`config.mk`:
```
export PLATFORM = sky130hd
export DESIGN_NAME = calc_seq_ctrl
export DESIGN_NICKNAME = d
export VERILOG_FILES = /design/src/rtl/calc_seq_ctrl.sv
export SDC_FILE = /design/constraint.sdc
export NUM_CORES = 1
export LEC_CHECK = 0
export ABC_CLOCK_PERIOD_IN_PS = 3300
export BUFFER_PORTS_ARGS = -buffer_cell sky130_fd_sc_hd__buf_2
export CAP_MARGIN = 20
export CELL_PAD_IN_SITES_DETAIL_PLACEMENT = 1
export CELL_PAD_IN_SITES_GLOBAL_PLACEMENT = 2
export CORE_MARGIN = 3
export CORE_UTILIZATION = 39
export DETAILED_ROUTE_END_ITERATION = 8
export GPL_TIMING_DRIVEN = 0
export PLACE_DENSITY = 0.86
export SLEW_MARGIN = 5
export SYNTH_ARGS = -nofsm -noshare
export SYNTH_HDL_FRONTEND = slang
export SYNTH_SLANG_ARGS = --single-unit
```
`constraint.sdc`:
```
create_clock -name clk -period 3.3 [get_ports clk]
set_input_delay 0.66 -clock clk [delete_from_list [all_inputs] [get_ports clk]]
set_output_delay 0.66 -clock clk [all_outputs]
set_load 0.05 [all_outputs]
```
`src/rtl/calc_seq_ctrl.sv`:
```
// calc_seq_ctrl: sequencing controller for a small add/sub/mul/div unit.
// A request walks IDLE -> LOAD -> EXEC -> WRITE -> IDLE. EXEC takes one
// cycle for add/sub and N cycles for mul (shift-add) and div (restoring).
// The result register holds the last completed result together with its
// error flag.
// Build option: define CALC_DIV_EN to build the divider. Without it,
// op=11 finishes after one EXEC cycle with result=0 and err=1.
module calc_seq_ctrl #(
  parameter int N = 8
) (
  input  logic         clk,
  input  logic         rst,
  input  logic         start,
  input  logic [1:0]   op,
  input  logic [N-1:0] a,
  input  logic [N-1:0] b,
  output logic         ld_a,
  output logic         ld_b,
  output logic         ld_res,
  output logic         busy,
  output logic         done,
  output logic [2*N-1:0] result,
  output logic         err
);

  localparam int CW = $clog2(N + 1);
  localparam logic [CW-1:0] LAST_LONG = CW'(N - 1);

  localparam logic [1:0] OP_ADD = 2'b00;
  localparam logic [1:0] OP_SUB = 2'b01;
  localparam logic [1:0] OP_MUL = 2'b10;
  localparam logic [1:0] OP_DIV = 2'b11;

  typedef enum logic [1:0] {
    IDLE  = 2'b00,
    LOAD  = 2'b01,
    EXEC  = 2'b10,
    WRITE = 2'b11
  } state_t;

  state_t          state_q, state_d;
  logic [N-1:0]    a_q, a_d;
  logic [N-1:0]    b_q, b_d;
  logic [1:0]      op_q, op_d;
  logic [CW-1:0]   cnt_q, cnt_d;
  logic [2*N-1:0]  prod_q, prod_d;
  logic [2*N-1:0]  mcand_q, mcand_d;
  logic [N-1:0]    mplier_q, mplier_d;
  logic [2*N-1:0]  result_q, result_d;
  logic            err_q, err_d;
`ifdef CALC_DIV_EN
  logic [N:0]      rem_q, rem_d;
  logic [N-1:0]    quo_q, quo_d;
  logic [N:0]      rem_shift;
  logic [N:0]      b_ext;
`endif

  logic [N:0]      sum_w;
  logic [N:0]      diff_w;
  logic            long_op;
  logic [CW-1:0]   last_cnt;
  logic [2*N-1:0]  res_calc;
  logic            err_calc;

  // The diff's top bit is the borrow, so it doubles as the a<b flag.
  assign sum_w  = {1'b0, a_q} + {1'b0, b_q};
  assign diff_w = {1'b0, a_q} - {1'b0, b_q};

`ifdef CALC_DIV_EN
  assign rem_shift = {rem_q[N-1:0], quo_q[N-1]};
  assign b_ext     = {1'b0, b_q};
  assign long_op   = (op_q == OP_MUL) || (op_q == OP_DIV);
`else
  assign long_op   = (op_q == OP_MUL);
`endif

  assign last_cnt = long_op ? LAST_LONG : '0;

  // Final result and error flag for the captured operation, used in WRITE.
  always_comb begin
    res_calc = '0;
    err_calc = 1'b0;
    case (op_q)
      OP_ADD: res_calc = {{(N-1){1'b0}}, sum_w};
      OP_SUB: res_calc = {{(N-1){1'b0}}, diff_w};
      OP_MUL: res_calc = prod_q;
      default: begin
`ifdef CALC_DIV_EN
        res_calc = {rem_q[N-1:0], quo_q};
        err_calc = (b_q == '0);
`else
        res_calc = '0;
        err_calc = 1'b1;
`endif
      end
    endcase
  end

  // Next-state, operand capture and per-cycle mul/div step; reset wins.
  always_comb begin
    state_d  = state_q;
    a_d      = a_q;
    b_d      = b_q;
    op_d     = op_q;
    cnt_d    = cnt_q;
    prod_d   = prod_q;
    mcand_d  = mcand_q;
    mplier_d = mplier_q;
    result_d = result_q;
    err_d    = err_q;
`ifdef CALC_DIV_EN
    rem_d    = rem_q;
    quo_d    = quo_q;
`endif
    case (state_q)
      IDLE: begin
        if (start) begin
          state_d = LOAD;
          a_d     = a;
          b_d     = b;
          op_d    = op;
        end
      end
      LOAD: begin
        state_d  = EXEC;
        cnt_d    = '0;
        prod_d   = '0;
        mcand_d  = {{N{1'b0}}, a_q};
        mplier_d = b_q;
`ifdef CALC_DIV_EN
        rem_d    = '0;
        quo_d    = a_q;
`endif
      end
      EXEC: begin
        if (mplier_q[0]) begin
          prod_d = prod_q + mcand_q;
        end
        mcand_d  = mcand_q << 1;
        mplier_d = mplier_q >> 1;
`ifdef CALC_DIV_EN
        if (rem_shift >= b_ext) begin
          rem_d = rem_shift - b_ext;
          quo_d = {quo_q[N-2:0], 1'b1};
        end else begin
          rem_d = rem_shift;
          quo_d = {quo_q[N-2:0], 1'b0};
        end
`endif
        if (cnt_q == last_cnt) begin
          state_d = WRITE;
        end else begin
          cnt_d = cnt_q + CW'(1);
        end
      end
      WRITE: begin
        state_d  = IDLE;
        result_d = res_calc;
        err_d    = err_calc;
      end
      default: state_d = IDLE;
    endcase
    if (rst) begin
      state_d  = IDLE;
      result_d = '0;
      err_d    = 1'b0;
      cnt_d    = '0;
    end
  end

  // State and datapath registers.
  always_ff @(posedge clk) begin
    state_q  <= state_d;
    a_q      <= a_d;
    b_q      <= b_d;
    op_q     <= op_d;
    cnt_q    <= cnt_d;
    prod_q   <= prod_d;
    mcand_q  <= mcand_d;
    mplier_q <= mplier_d;
    result_q <= result_d;
    err_q    <= err_d;
`ifdef CALC_DIV_EN
    rem_q    <= rem_d;
    quo_q    <= quo_d;
`endif
  end

  // Strobes are suppressed while reset is held, so an aborted op shows no done.
  assign ld_a   = (state_q == LOAD)  && !rst;
  assign ld_b   = (state_q == LOAD)  && !rst;
  assign ld_res = (state_q == WRITE) && !rst;
  assign done   = (state_q == WRITE) && !rst;
  assign busy   = (state_q != IDLE);
  assign result = result_q;
  assign err    = err_q;

endmodule

```
# ---- After elaboration in Yosys (flattened, before gate mapping)
# Index checks and enable logic that the tools add are counted.
dict set report word_totals {
  ff_bits 81
  word_cells 48
}
dict set report op_classes {
  mux 12
  n_eq_ne 10
  n_reduce_logical 12
  n_addsub 4
}
# op n
set ops {}
lappend ops {{$pmux W16 S2} 2}
lappend ops {{$pmux W16 S3} 1}
lappend ops {{$add A16 B16 Y16} 1}
lappend ops {{$mux W16} 1}
lappend ops {{$pmux W8 S2} 1}
lappend ops {{$add A8 B8 Y9} 1}
lappend ops {{$sub A8 B8 Y9} 1}
lappend ops {{$ne A2 B2 Y1 const B} 4}
lappend ops {{$pmux W2 S4} 1}
lappend ops {{$pmux W4 S2} 1}
lappend ops {{$reduce_and A2 Y1} 4}
lappend ops {{$eq A2 B2 Y1 const B} 3}
lappend ops {{$add A4 B1 Y4 const B} 1}
lappend ops {{$eq A2 B1 Y1 const B} 2}
lappend ops {{$eq A4 B3 Y1} 1}
lappend ops {{$logic_not A2 Y1} 2}
lappend ops {{$mux W2} 2}
lappend ops {{$mux W4} 1}
lappend ops {{$reduce_bool A2 Y1} 2}
lappend ops {{$mux W3} 1}
lappend ops {{$reduce_or A3 Y1} 1}
lappend ops {{$logic_and A1 B1 Y1} 2}
lappend ops {{$logic_not A1 Y1} 1}
lappend ops {{$mux W1} 1}

# ---- Depth between registers and ports, before layout
# Gate-level depths: netlist (run 1).
dict set report depth {
  depth_word 5
  mapped_depth 11
}

# ---- Least setup slack after synthesis (run 1)
# Ideal clock, no wire load.
dict set report synth_path {
  path_kind {register to output}
  start {register state_q[1]}
  end {output port ld_res}
  setup_slack_ns 0.503
  stages_incl_launch_ff 6
  arrival_time_ns 2.137
  path_cell_list {dfxtp_1 ha_1 clkbuf_1 clkbuf_1 nor2b_1 buf_4}
}
dict set report synth_between {
  elab_chain_len 2
}
# element line_no
set synth_lines {}
lappend synth_lines {{start: declaration} 41} ;# state_t state_q, state_d;
lappend synth_lines {{start signal: assignment} 173} ;# state_q <= state_d;
lappend synth_lines {{$eq A2 B2 Y1} n/a}
lappend synth_lines {{$logic_and A1 B1 Y1} n/a}
lappend synth_lines {{end: declaration} 19} ;# output logic ld_res,
# Every way passes these cells.

# ---- Final worst setup path (run 1)
dict set report layout_path {
  start {register op_q[0]}
  end {register result_q[5] (netlist: result[5])}
}
dict set report layout_between {
  elab_chain_len 2
  word_cells_on_any_way 4
  classes_between {eq/ne: 2; mux: 1; reduce/logical: 1}
}
# element line_no
set layout_lines {}
lappend layout_lines {{start: declaration} 44} ;# logic [1:0] op_q, op_d;
lappend layout_lines {{start signal: assignment} 176} ;# op_q <= op_d;
lappend layout_lines {{$eq A2 B2 Y1, or another cell as far along} 83} ;# case (op_q)
lappend layout_lines {{$pmux W16 S3 *} 83}
lappend layout_lines {{end signal: assignment} 181} ;# result_q <= result_d;
lappend layout_lines {{end: declaration} 49} ;# logic [2*N-1:0] result_q, result_d;
# Mark *: on every way between the ends. The rest lies on a longest branch, timed or not.
# A chain may end at the register's enable or synchronous reset.

==> results.yml, run 1 <==
timing:
  fin_skew_ns: 0.01193
  rsz0062_at_grt: "no"
  setup_viol: 0
  worst_slew_pin_slew_ns: 0.8034
  fmax_ghz: 0.3290
  min_period_ns: 3.039
  period_share_pct: 92.10
  slew_viol_final: 0
  fin_tns_setup_ns: 0
  hold_viol_final: 0
  relSlewSlack_pct: 46.31
synth:
  syn_nets: 466
  synth.cell_area_um2: 4363
  synthTopCellsByArea: "edfxtp_1 40%, dfxtp_1 11%, ha_1 8.6%"
  yosysTopAreaCell: "edfxtp_1"
  syn_inst: 413
  ys_warn_count: 0
  ys_types: 48
  yosysMostFrequentCell: "edfxtp_1"
  synth_flop_cell: "edfxtp_1"
  synth_edf_count: 58
  postSynthAreaPerCell_um2: 10.56
  synth_top_area_share_pct: 39.92
  async_flop_share_pct: 0
  ys_seq_area_share_pct: 50.47
  synth_common_cells: "58 x edfxtp_1, 43 x nor2_1, 30 x ha_1"
  ys_seq_elements: 81
route:
  drtAntennaViolNets: 0
  dr.pass1.iters: 6
  via_count: 3199
  drc: 0
  vias_per_cell: 5.270
  drt_iter0_drc: 141
  drt-total-wl_mm: 10.68
  wl_per_cell_um: 17.59
worst_setup_path:
  slowest_stage: "edfxtp_1"
  endpoint_kind: "register"
  worst-path-buf-inv: 1
  reg2reg_from: "op_q[0]$_DFFE_PP_"
  cp.depth: 10
  path_max_fanout: 8
  r2r_cells: 10
  crit_family: "compound AO/OA/AOI/OAI gates"
  crit_path_start_kind: "register"
  startpoint: "op_q[0]$_DFFE_PP_"
  slowest_delay_ns: 0.47
  r2r-end: "result[5]$_SDFFE_PP0N_"
  crit_path_end: "result[5]$_SDFFE_PP0N_"
  crit_required_ns: 3.59
  ff2ff_setup_slack_ns: 0.26
  critical_path_class: "reg -> reg"
  worstPathArrival_ns: 3.33
  path_cells: "nor2b_1, clkbuf_1, mux2i_1, ha_1, nor2b_1, o21a_1, o31a_1, o21a_1, o311a_1, nor3_2"
power_and_ir_drop:
  p_comb_share_pct: 52.2
  switchingPower_mw: 2.348
  p_leak_nw: 1.889
  switching_share_pct: 43.25
  irDropWorstVdd_uv: 435.0
  seq_power_share_pct: 34.8
  p_per_area_nw_per_um2: 1096
  clkPwrFrac_pct: 13.0
  p_int_mw: 3.081
die:
  dieWidth_um: 111.8
  pin_count: 43
  rows: 37
  die_area_um2: 12490
  fp.coreArea_um2: 10600
  die_h_um: 111.8
  initial_core_util_pct: 41.15
clock_tree:
  cts_tree: "done"
  clock_tree.htree_level_count: 3
  cts_setup_buffers: 0
  clk_latency_ns: 0.36
  cts_max_path_buffers: 2
  clkSlewWorstSetupHoldPaths_ns: 0.08
  root_buffer: "clkbuf_8"
  clock_sinks: 81
  cts-resized-gates: 0
  cts_buffers: 9
  holdBufCountCts: 0
grt:
  grt_use_total_pct: 17.75
  grt_busiest_layer: "met2"
  met2_usage_pct: 31.14
  use_met3_pct: 3.696
  grt_pass1_wl_mm: 17.49
  antenna_found_initial: 0
  grt_max_degree: 26
  overflow: 0
  use_met1_pct: 22.20
  grt_pass1_vias: 3463
placement:
  place_congestion: 0.8277
  dp_hpwl_mm: 8.228
  port_buffers: 41
  placedCellCount: 590
cells_and_area:
  drive_above_1_share_pct: 16.77
  nNetsFinal: 519
  fin_cells: 607
  syn_to_final_growth_pct: 13.51
  antenna_cells: 0
worst_hold_path:
  worstHoldPathType: "in -> reg"
  holdCritStartpoint: "b[5]"
flow_run:
  cap_violations: 0
run_status:
  status: "completed"
==> logic make-up (layout without fill, tap and decap cells) <==
family / Yosys count / count (layout) / share of synthesized area [%]
adders and majority gates: 32 / 32 / 9.521
buffers and inverters: 37 / 95 / 3.384
AOI/OAI and AO/OA: 86 / 86 / 12.76
muxes: 16 / 16 / 4.015
DFF: 81 / 81 / 50.47
and+or+nand+nor: 142 / 142 / 16.03
xor gates and xnor gates: 19 / 19 / 3.814
==> metal layers <==
metal / wire (µm) / up-vias / share of wire (%)
li1: - / 1600 / -
met1: 4841 / 1533 / 45
met2: 5326 / 55 / 50
met3: 370 / 11 / 3.5
met4: 136 / 0 / 1.3
met5: 0 / - / 0
==> placed cells by master (no fill, tap or decap), types with 3 or more instances in the layout <==
cell type   n
edfxtp_1   58
nor2_1     43
buf_2      42
ha_1       30
a21oi_1    26
nand2_1    23
dfxtp_1    23
inv_1      18
o21ai_0    17
clkbuf_1   15
nand3_1    15
nor3_1     13
xnor2_1    13
nand2b_1   13
mux2_2     12
and2_1     10
nor2b_1     9
o21a_1      9
clkbuf_8    9
a31oi_1     7
xor2_1      6
a211oi_1    5
mux2i_1     4
a21o_1      4
nor3b_1     3
nand4_1     3
and3_1      3
o221ai_1    3
==> power by group through the flow <==
stage               registers [mW]  logic, mW  clock network (mW)
floorplan                     1.88       2.04                   0
global placement              1.91       2.66                   0
detailed placement            1.93       2.77                   0
CTS                           1.91       2.80               0.719
global route                  1.94       3.20               0.767
finish                        1.89       2.83               0.704
==> how the worst min path moves through the flow <==
stage                              end  slack [ns]  cells after the start
3_5_place_dp    result[9]$_SDFFE_PP0N_        0.47                      2
4_1_cts               b_q[5]$_DFFE_PP_        0.46                      1
2_1_floorplan  state_q[1]$_SDFFE_PP0P_        0.47                      2
6_report              b_q[5]$_DFFE_PP_        0.47                      1
3_3_place_gp   result[14]$_SDFFE_PP0N_        0.45                      2
5_1_grt               b_q[2]$_DFFE_PP_        0.45                      1
==> state kept, by name, indices dropped and copies added (netlist names) <==
register and flops:
state_q 2, result 16, mcand_q 16, b_q 8, err 1, cnt_q 4
mplier_q 8, prod_q 16, a_q 8, op_q 2
==> final cells by class <==
cell class                 count  area, µm²
timing repair buffer          42      232.7
clock buffer                  10      127.6
inverter                      18      67.56
tap                          136      170.2
clock inverter                 6      58.81
buffer                        19      80.08
fill                        1219       5649
multi-input combinational    295       2013
sequential                    81       2202
==> through the flow <==
stage          worst slack [ns]  cell area, µm²  hold slack, ns  power (mW)  utilization (%)
3_3_place_gp             0.3686            4738          0.4521       4.576            44.69
2_1_floorplan            0.5033            4363          0.4692       3.921                -
6_report                 0.2606            4952          0.4710       5.428            46.71
4_1_cts                  0.2106            4925          0.4569       5.423            46.45
5_1_grt                 0.05320            4952          0.4539       5.909            46.71
3_5_place_dp             0.2382            4738          0.4680       4.704            44.69
No activity file was read; power rests on OpenSTA's default activity.
==> run 2: changes to the inputs <==
- RECOVER_POWER: default -> 25
==> run 2 against run 1 <==
Clock skew is the same. Global-route usage unchanged. Hold slack about the same. Design area is 0.35% lower. Setup slack worse by 0.0013 ns. Critical path depth unchanged. Non-clock buffer count is the same. Total power about the same. Core utilization decreased by 0.17 points. Count of clock-buffer cells in the layout unchanged. Flip-flop and latch count is the same. Die area unchanged. Critical path type unchanged. Critical endpoint unchanged.
==> results.yml, run 2 (synthesis gave the netlist of run 1 again) <==
run_status:
  status: "completed"
grt:
  overflow: 0
  antenna_found_initial: 0
  grt_use_total_pct: 17.75
  grt_pass1_wl_mm: 17.49
  grt_pass1_vias: 3463
  grt_max_degree: 26
die:
  die_h_um: 111.8
  die_area_um2: 12490
  rows: 37
  pin_count: 43
  dieWidth_um: 111.8
  fp.coreArea_um2: 10600
  initial_core_util_pct: 41.15
clock_tree:
  cts_max_path_buffers: 2
  cts-resized-gates: 0
  clock_sinks: 81
  holdBufCountCts: 0
  clock_tree.htree_level_count: 3
  cts_tree: "done"
  clk_latency_ns: 0.36
  root_buffer: "clkbuf_8"
  cts_buffers: 9
  cts_setup_buffers: 0
  clkSlewWorstSetupHoldPaths_ns: 0.08
placement:
  dp_hpwl_mm: 8.228
  port_buffers: 41
  place_congestion: 0.8277
cells_and_area:
  mostFrequentLayoutCells: "58 x edfxtp_1, 43 x nor2_1, 30 x ha_1"
  antenna_cells: 0
  final_common_cell: "edfxtp_1"
  final_util_pct: 46.55
  nNetsFinal: 519
  syn_to_final_growth_pct: 13.11
  drive_above_1_share_pct: 13.80
route:
  vias_per_cell: 5.272
  drc: 0
  drt-total-wl_mm: 10.69
  drtAntennaViolNets: 0
  wl_per_cell_um: 17.62
  dr.pass1.iters: 6
  drt_iter0_drc: 132
  via_count: 3200
timing:
  fmax_ghz: 0.3289
  rsz0062_at_grt: "no"
  fin_tns_setup_ns: 0
  hold_viol_final: 0
  min_period_ns: 3.041
  relSlewSlack_pct: 46.31
  period_share_pct: 92.14
  setup_viol: 0
  slew_viol_final: 0
  fin_skew_ns: 0.01193
  worst_slew_pin_slew_ns: 0.8034
worst_setup_path:
  path_max_fanout: 8
  crit_required_ns: 3.59
  critical_path_class: "reg -> reg"
  slowest_delay_ns: 0.47
  endpoint_kind: "register"
  ff2ff_setup_slack_ns: 0.26
  path_cells: "nor2b_1, clkbuf_1, mux2i_1, ha_1, nor2b_1, o21a_1, o31a_1, o21a_1, o311a_1, nor3_2"
  reg2reg_from: "op_q[0]$_DFFE_PP_"
  r2r_cells: 10
  worstPathArrival_ns: 3.33
  slowest_stage: "edfxtp_1"
  crit_path_start_kind: "register"
  r2r-end: "result[5]$_SDFFE_PP0N_"
worst_hold_path:
  hold_end: "b_q[5]$_DFFE_PP_"
  worstHoldPathType: "in -> reg"
  min_path_cells: 1
  holdCritStartpoint: "b[5]"
flow_run:
  cap_violations: 0
power_and_ir_drop:
  irDropWorstVdd_uv: 435.0
  p_leak_nw: 1.828
  p_per_area_nw_per_um2: 1099
run 2: cell types whose count changed in the layout (fill, tap and decap cells not counted):
| cell | delta |
|---|---|
| buf_2 | -14 |
| clkbuf_1 | +14 |
run 2: critical path: cells and delay by family (launching register included):
family | cells | cell delay (ns)
flip-flops | 1 | 0.47
adder cells (fa/ha/maj) | 1 | 0.30
AND/OR/NAND/NOR | 3 | 0.46
AO/OA/AOI/OAI | 4 | 1.03
buffers and inverters | 1 | 0.32
multiplexers | 1 | 0.40
run 2: worst max-delay path by stage:
| stage | from | end | slack, ns |
|---|---|---|---|
| 3_3_place_gp | op_q[0]$_DFFE_PP_ | result[5]$_SDFFE_PP0N_ | 0.37 |
| 3_5_place_dp | op_q[0]$_DFFE_PP_ | result[5]$_SDFFE_PP0N_ | 0.24 |
| 4_1_cts | op_q[0]$_DFFE_PP_ | result[5]$_SDFFE_PP0N_ | 0.21 |
| 5_1_grt | op_q[0]$_DFFE_PP_ | result[5]$_SDFFE_PP0N_ | 0.05 |
| 2_1_floorplan | state_q[1]$_SDFFE_PP0P_ | ld_res | 0.50 |
| 6_report | op_q[0]$_DFFE_PP_ | result[5]$_SDFFE_PP0N_ | 0.26 |
run 2: per-stage QoR:
| step | area, µm² | hold WS [ns] | setup slack (ns) | cells | power, mW |
|---|---|---|---|---|---|
| 2_1_floorplan | 4363 | 0.4692 | 0.5033 | 413 | 3.921 |
| 3_3_place_gp | 4738 | 0.4521 | 0.3686 | 590 | 4.576 |
| 3_5_place_dp | 4738 | 0.4680 | 0.2382 | 590 | 4.704 |
| 4_1_cts | 4925 | 0.4569 | 0.2106 | 606 | 5.423 |
| 5_1_grt | 4935 | 0.4539 | 0.05320 | 607 | 5.904 |
| 6_report | 4935 | 0.4710 | 0.2593 | 607 | 5.423 |
run 2: final cells by class:
class | count | area, µm²
buffer | 19 | 80.08
clock buffer | 10 | 127.6
clock inverter | 6 | 58.81
fill | 1228 | 5667
inverter | 18 | 67.56
multi-input combinational | 295 | 2013
sequential | 81 | 2202
tap | 136 | 170.2
timing repair buffer | 42 | 215.2
run 2: report_power, final:
group	switching [mW]	leakage [nW]	internal, mW	total, mW
clock	0.359	0.0859	0.344	0.703
sequential	0.255	0.745	1.64	1.89
combinational	1.73	0.997	1.10	2.83
total	2.35	1.83	3.08	5.42
run 2: layer usage:
layer / vias up / GRT usage, % / wire length [µm]
li1: 1601 / - / -
met1: 1533 / 22.20 / 4885
met2: 55 / 31.14 / 5317
met3: 11 / 3.696 / 354
met4: 0 / 4.704 / 136
met5: - / 0 / 0
